$ cat config.mk
export PLATFORM = sky130hd
export DESIGN_NAME = pwm_peripheral
export DESIGN_NICKNAME = d
export VERILOG_FILES = /design/src/rtl/pwm_pkg.sv /design/src/rtl/pwm_timebase.sv /design/src/rtl/pwm_peripheral.sv
export SDC_FILE = /design/constraint.sdc
export NUM_CORES = 1
export LEC_CHECK = 0
export ABC_AREA = 1
export CAP_MARGIN = 20
export CORE_MARGIN = 4
export CORE_UTILIZATION = 35
export DETAILED_ROUTE_END_ITERATION = 8
export PLACE_DENSITY = 0.66
export SLEW_MARGIN = 40
export SYNTH_ARGS = -nofsm -noshare
export SYNTH_HDL_FRONTEND = slang
export SYNTH_SLANG_ARGS = --single-unit
$ cat constraint.sdc
create_clock -name clk -period 4.7 [get_ports clk]
set_clock_uncertainty 0.15 [all_clocks]
set_input_delay 0.94 -clock clk [delete_from_list [all_inputs] [get_ports clk]]
set_output_delay 0.94 -clock clk [all_outputs]
set_load 0.1 [all_outputs]
$ cat src/rtl/pwm_pkg.sv
// Shared constants and helpers for the 16-channel PWM peripheral.
// Build option: PWM_DUTY_SHADOW_EN (consumed in pwm_peripheral).
package pwm_pkg;

  localparam int                 PWM_STEPS = 255;
  localparam int                 DUTY_W    = 8;
  localparam int                 NUM_CH    = 16;
  localparam logic [DUTY_W-1:0]  DUTY_FULL = 8'hFF;
  localparam logic [DUTY_W-1:0]  CNT_LAST  = DUTY_W'(PWM_STEPS - 1);

  // Full-scale duty is special-cased so the output never dips low at the wrap.
  function automatic logic pwm_level_f(input logic [DUTY_W-1:0] cnt,
                                       input logic [DUTY_W-1:0] duty);
    return (duty == DUTY_FULL) || (cnt < duty);
  endfunction

endpackage

$ cat src/rtl/pwm_timebase.sv
// PWM timebase: clock prescaler, step counter 0..PWM_STEPS-1 and the
// registered period_start pulse issued in the cycle after the counter wraps.
module pwm_timebase
  import pwm_pkg::*;
#(
  parameter int CLK_DIV = 13
) (
  input  logic              clk_i,
  input  logic              rst_ni,
  output logic [DUTY_W-1:0] pwm_cnt_o,
  output logic              wrap_o,
  output logic              period_start_o
);

  localparam int               PRE_W    = (CLK_DIV > 1) ? $clog2(CLK_DIV) : 1;
  localparam logic [PRE_W-1:0] PRE_LAST = PRE_W'(CLK_DIV - 1);

  logic [PRE_W-1:0]  pre_q, pre_d;
  logic [DUTY_W-1:0] cnt_q, cnt_d;
  logic              ps_q, ps_d;
  logic              step_tick;
  logic              cnt_last;

  // With CLK_DIV == 1 the prescaler is stuck at 0 and step_tick is always high.
  assign step_tick = (pre_q == PRE_LAST);
  assign cnt_last  = (cnt_q == CNT_LAST);
  assign wrap_o    = step_tick & cnt_last;

  always_comb begin
    pre_d = step_tick ? '0 : pre_q + 1'b1;
    cnt_d = cnt_q;
    if (step_tick) begin
      cnt_d = cnt_last ? '0 : cnt_q + 1'b1;
    end
    ps_d = wrap_o;
  end

  always_ff @(posedge clk_i or negedge rst_ni) begin
    if (!rst_ni) begin
      pre_q <= '0;
      cnt_q <= '0;
      ps_q  <= 1'b0;
    end else begin
      pre_q <= pre_d;
      cnt_q <= cnt_d;
      ps_q  <= ps_d;
    end
  end

  assign pwm_cnt_o      = cnt_q;
  assign period_start_o = ps_q;

endmodule

$ cat src/rtl/pwm_peripheral.sv
// 16-pin PWM output stage driven by the SPI register file.
// `define PWM_DUTY_SHADOW_EN to latch the duty only at the period wrap.
module pwm_peripheral
  import pwm_pkg::*;
#(
  parameter int CLK_DIV = 13
) (
  input  logic                clk,
  input  logic                rst_n,
  input  logic [7:0]          en_reg_out_7_0,
  input  logic [7:0]          en_reg_out_15_8,
  input  logic [7:0]          en_reg_pwm_7_0,
  input  logic [7:0]          en_reg_pwm_15_8,
  input  logic [DUTY_W-1:0]   pwm_duty_cycle,
  output logic [NUM_CH-1:0]   out,
  output logic                period_start
);

  logic [DUTY_W-1:0] pwm_cnt;
  logic              wrap;
  logic [DUTY_W-1:0] duty_active;
  logic              pwm_level;
  logic [NUM_CH-1:0] en_out;
  logic [NUM_CH-1:0] en_pwm;
  logic [NUM_CH-1:0] out_q, out_d;

  pwm_timebase #(
    .CLK_DIV (CLK_DIV)
  ) u_timebase (
    .clk_i          (clk),
    .rst_ni         (rst_n),
    .pwm_cnt_o      (pwm_cnt),
    .wrap_o         (wrap),
    .period_start_o (period_start)
  );

`ifdef PWM_DUTY_SHADOW_EN
  logic [DUTY_W-1:0] duty_q, duty_d;

  // Loading only at the wrap keeps every period whole: no runt pulses.
  always_comb begin
    duty_d = duty_q;
    if (wrap) begin
      duty_d = pwm_duty_cycle;
    end
  end

  always_ff @(posedge clk or negedge rst_n) begin
    if (!rst_n) begin
      duty_q <= '0;
    end else begin
      duty_q <= duty_d;
    end
  end

  assign duty_active = duty_q;
`else
  logic unused_wrap;
  assign unused_wrap = wrap;
  assign duty_active = pwm_duty_cycle;
`endif

  assign pwm_level = pwm_level_f(pwm_cnt, duty_active);
  assign en_out    = {en_reg_out_15_8, en_reg_out_7_0};
  assign en_pwm    = {en_reg_pwm_15_8, en_reg_pwm_7_0};

  always_comb begin
    out_d = '0;
    for (int i = 0; i < NUM_CH; i++) begin
      if (en_out[i]) begin
        out_d[i] = en_pwm[i] ? pwm_level : 1'b1;
      end
    end
  end

  always_ff @(posedge clk or negedge rst_n) begin
    if (!rst_n) begin
      out_q <= '0;
    end else begin
      out_q <= out_d;
    end
  end

  assign out = out_q;

endmodule

Yosys cells after proc, flatten, opt, wreduce, memory -nomap -nowiden:

Index checks and enable logic that the tools add are counted.

* output and inout port bits: 17
* input bits: 42
* word-level logic and storage cells: 46
* register bits: 29

* mux-type cells: 34
* $add $sub $neg: 2
* reductions and logical operators: 1
* $lt $le $gt $ge: 1
* equal/unequal tests: 3
* bitwise logic cells: 1

Operators by type and width (number)
* two-way mux 1 bit: 32
* == test 8 bit, second input constant: 2
* adder 8 x 1 -> 8 bit, second input constant: 1
* less-than comparator 8 bit: 1
* two-way mux 8 bit: 1
* adder 4 x 1 -> 4 bit, second input constant: 1
* == test 4 bit, second input constant: 1
* two-way mux 4 bit: 1
* bitwise AND 1 bit: 1
* logical OR 1 bit: 1

Longest topological paths before layout:

* word-level depth: 4
* gate-level depth with buffers: 12
* gate-level depth less buffers: 11

By module:

Synthesis repeated with hierarchy kept, for this count alone.

* cells, all modules: 185
* area, all modules: 1597.8 um^2

Modules (own cells, without submodules)
* pwm_peripheral: times used 1, cells each 104, area each 914.6 um^2
* pwm_timebase: times used 1, cells each 81, area each 683.2 um^2

Least setup slack after synthesis:

Ideal clock, no wire load.

* path type: input-to-reg
* start: in pwm_duty_cycle[5]
* end: reg out_q[10], in the netlist out[10]
* cell stages on the path: 10
* data required time: 4488 ps
* path slack: 2488 ps
* buffers on the path: 1
* arrival: 2000 ps
* cell sequence: inv_1 > ha_1 > a21oi_1 > nor2_1 > nor3_2 > nand2_4 > buf_6 > nand3_2 > nand2_1 > inv_1

* word-level cells in the longest chain between the ends: 4

Ends and longest elaborated chain
* from (decl): line pwm_peripheral.sv:14 `input logic [DUTY_W-1:0] pwm_duty_cycle,`
* less-than comparator 8 bit / == test 8 bit (equally long branches): line pwm_pkg.sv:14 `return (duty == DUTY_FULL) || (cnt < duty);`
* logical OR 1 bit *: line pwm_pkg.sv:14
* two-way mux 1 bit *: line pwm_peripheral.sv:71 `out_d[i] = en_pwm[i] ? pwm_level : 1'b1;`
* two-way mux 1 bit *: line pwm_peripheral.sv:70 `if (en_out[i]) begin`
* via out_d[10]: line pwm_peripheral.sv:25 `logic [NUM_CH-1:0] out_q, out_d;`
* to (signal assigned): line pwm_peripheral.sv:80 `out_q <= out_d;`
* to (decl): line pwm_peripheral.sv:25

Mark *: on every way through the listed nets, which the timed path passes. The rest lies on a longest branch.
A chain may end at the register's enable or synchronous reset.

Worst setup path after layout:

* start: in pwm_duty_cycle[5]
* end: reg out_q[3], in the netlist out[3]

Same word-level chain as after synthesis.

==> results.md <==
* Status: finished clean
* Clk_lat worst skew at 0.28 ns
* Synthesized instance count at 173
* Peak supply drop at 0.000167 V
* DIE AREA at 5650 sq um
* Worst R2R Start: u_timebase.pwm_cnt_o[5]
* Antenna Cells at 0
* Simple-gate share of the synthesized area at 31.5%
* Synth cell types at 26
* Post-Route WL at 3200 microns
* Synth Area in Compound Gates at 3.01%
* CTS H-tree lvls at 2
* DR WL/cell at 11.0 microns
* Post-route cell area at 2240 sq um
* CTS Buf Count at 5
* Rows at 24
* Worst Tran Pin Value at 0.493 ns
* Avg Cell Area, Syn at 9.13 sq um
* Die Y at 75.2 microns
* Worst Hold Depth at 3
* PortBufs at 58
* Fin util at 51.4%
* Multiplexer share of the synthesized area at 0%
* Detail Placement HPWL at 2570 microns
* Crit path max-delay family: simple AND/OR/NAND/NOR gates
* Setup tns final at 0 ns
* Max-slew violations at 0
* Post-synthesis sequential area ratio at 46.0%
* Reg2Reg Setup Slack at 2.95 ns
* Worst path required time at 4.77 ns
* Cell area after synthesis at 1580 sq um
* Fraction of layout cells with a size suffix above 1 at 21.8%
* GR Layer Usage met1 at 14.0%
* Top-level I/O count at 59
* Min-delay src: u_timebase.pre_q[0]
* Worst path arrival time at 2.56 ns
* Worst R2R End: out[3]
* Post-Synth Adder-Cell Area at 8.72%
* Vias in the first global route at 1207
* Worst Hold Class: register to register
* Crit path max-delay cell type: clkdlybuf4s50_1
* Total gr overflow at 0
* Setup Fix Bufs, Post-CTS at 0
* Met3 usage at 8.01%
* RSZ-0062 raised after global routing: false
* Initial core utilization at 36.3%
* DRT antenna net count at 0
* Antenna violations before repair at 0
* CTS max path bufs at 2
* Area after DPL at 2120 sq um
* Synthesis-to-finish area growth at 41.6%
* CP endpoint kind: register
* CTS tree: done
* Min Tclk post-route at 2.49 ns
* WP buf/inv at 3
* Total Nets Final at 290
* Cell Chain, Critical Path: clkdlybuf4s50_1 > inv_1 > ha_1 > a21oi_1 > nor2_1 > nor3_2 > nand2_4 > nand3_1 > nand2_1 > inv_1
* Clock net sink count at 29
* Largest family of logic cells by synthesized area: simple AND/OR/NAND/NOR gates
* Final Hold Viols at 0
* Root buffer cell: clkbuf_8
* CP Class: primary input to register
* R2R cell count at 8
* Die Span X at 75.2 microns
* Post_cts resized at 0
* PD cells at 286 nW/um^2
* Total number of vias at 1274
* Max-slew headroom at 67.1%
* Critical Path Fanout Max at 16
* Starting DRT DRC Count at 14
* Via-to-Cell Ratio at 4.39
* Largest net degree at the start of global routing at 24
* Leak at 1.11 nW
* First-pass GRT wire length at 5170 microns
* Worst stage delay on the critical path at 0.45 ns
* Reported max-cap violation count at 0
* Share of the clock period used by the worst path at 53.0%
* Post-synth net total at 226
* Core Footprint at 4350 sq um
* Gr usage total at 12.6%
* Final setup vio count at 0
* Hold_buf cts at 0
* Most used cell, CP: inv_1
* Grt peak-use layer: met2
* XOR/XNOR Fraction of Synth Area at 0.555%
* Min Hold Slack at 0.420 ns
* Clock Pin Slew Worst Setup and Hold Paths at 0.06 ns
* Routability Congestion at 0.785
* Yosys Warn Count at 0
* Pre-antenna DRT Iters at 4
* Hold Path End: u_timebase.pre_q[0]
* Synthesized flop and latch total at 29
* Startpoint types: primary input
* Fmax at 401 MHz
* DRC viols at 0
* Design Power at 0.000640 W
* Met2 Use GR at 18.7%
[placed cells by master, fill, tap and decap left out, types with 6 or more instances in the layout]
cell type and instances:
a21oi_1 6, buf_2 18, clkbuf_8 6, clkdlybuf4s50_1 40
dfrtp_1 29, ha_1 11, inv_1 35, nand2_1 37
nand3_1 8, nand3_2 11, nor2_1 9
[stage by stage]
| stage | setup slack (ns) | cells |
|---|---|---|
| 3_5_place_dp | 1.92 | 282 |
| 5_1_grt | 2.11 | 290 |
| 2_1_floorplan | 2.49 | 173 |
| 4_1_cts | 2.21 | 290 |
| 6_report | 2.21 | 290 |
| 3_3_place_gp | 1.95 | 282 |
[layer usage]
| metal | wire (microns) | share of wire, % |
|---|---|---|
| met5 | 0 | 0 |
| met4 | 52 | 1.6 |
| met3 | 422 | 13 |
| met2 | 1360 | 43 |
| met1 | 1360 | 43 |
[worst max path at each step]
| stage | from | to | depth (start not counted) |
|---|---|---|---|
| after floorplan | pwm_duty_cycle[5] | out[10] | 10 |
| after global placement | pwm_duty_cycle[5] | out[0] | 10 |
| after detailed placement | pwm_duty_cycle[5] | out[1] | 10 |
| after CTS | pwm_duty_cycle[5] | out[3] | 10 |
| after global routing | pwm_duty_cycle[5] | out[3] | 10 |
| final | pwm_duty_cycle[5] | out[3] | 10 |
[cell type report]
class	count	area [sq um]
sequential	29	726
clock inverter	1	30.0
timing repair buffer	59	498
inverter	37	139
multi-input combinational	105	692
tap	52	65.1
fill	418	2120
clock buffer	7	86.3
[power breakdown]
group | internal, W | switching, W | total, W
combinational | 0.0000400 | 0.0000765 | 0.000116
clock | 0.000173 | 0.0000922 | 0.000265
sequential | 0.000257 | 0.00000169 | 0.000258
[state kept, by name, summed over array words and instances (netlist names)]
| name | flops |
|---|---|
| out | 16 |
| u_timebase.period_start_o | 1 |
| u_timebase.pre_q | 4 |
| u_timebase.pwm_cnt_o | 8 |
[worst min-delay path, cell delays in order, from the launching register on]
cell	delay, ns
dfrtp_1	0.37
inv_1	0.07
nand2_1	0.06
inv_1	0.04
[logic make-up (layout without fill, tap and decap cells)]
kind of cell               after synthesis  count (layout)
AOI/OAI and AO/OA                        9               9
xor gates and xnor gates                 1               1
adders and majority gates               11              11
buffers and inverters                   39             104
DFF                                     29              29
and+or+nand+nor                         84              84
[cell usage after synthesis]
master     n  area (sq um)
nand3_2   11           110
o21bai_1   1          7.51
nor3b_2    1          12.5
nor2_4     3          33.8
inv_1     35           131
a21oi_1    6          30.0
nor3_1     3          15.0
nor4_2     1          12.5
nand3_1    8          40.0
o21ai_1    1          5.00
nor2_1     9          33.8
and2_1     1          6.26
inv_2      2          7.51
nor3b_1    2          15.0
xor2_1     1          8.76
or2_2      1          6.26
ha_1      11           138
nand4_2    1          12.5
nand2_4    1          11.3
o21ai_0    1          5.00
nand3_4    1          17.5
nand2_1   37           139
nand2_2    2          12.5
nor3_2     2          20.0
dfrtp_1   29           726
buf_6      2          22.5
No activity file was read; power rests on OpenSTA's default activity.
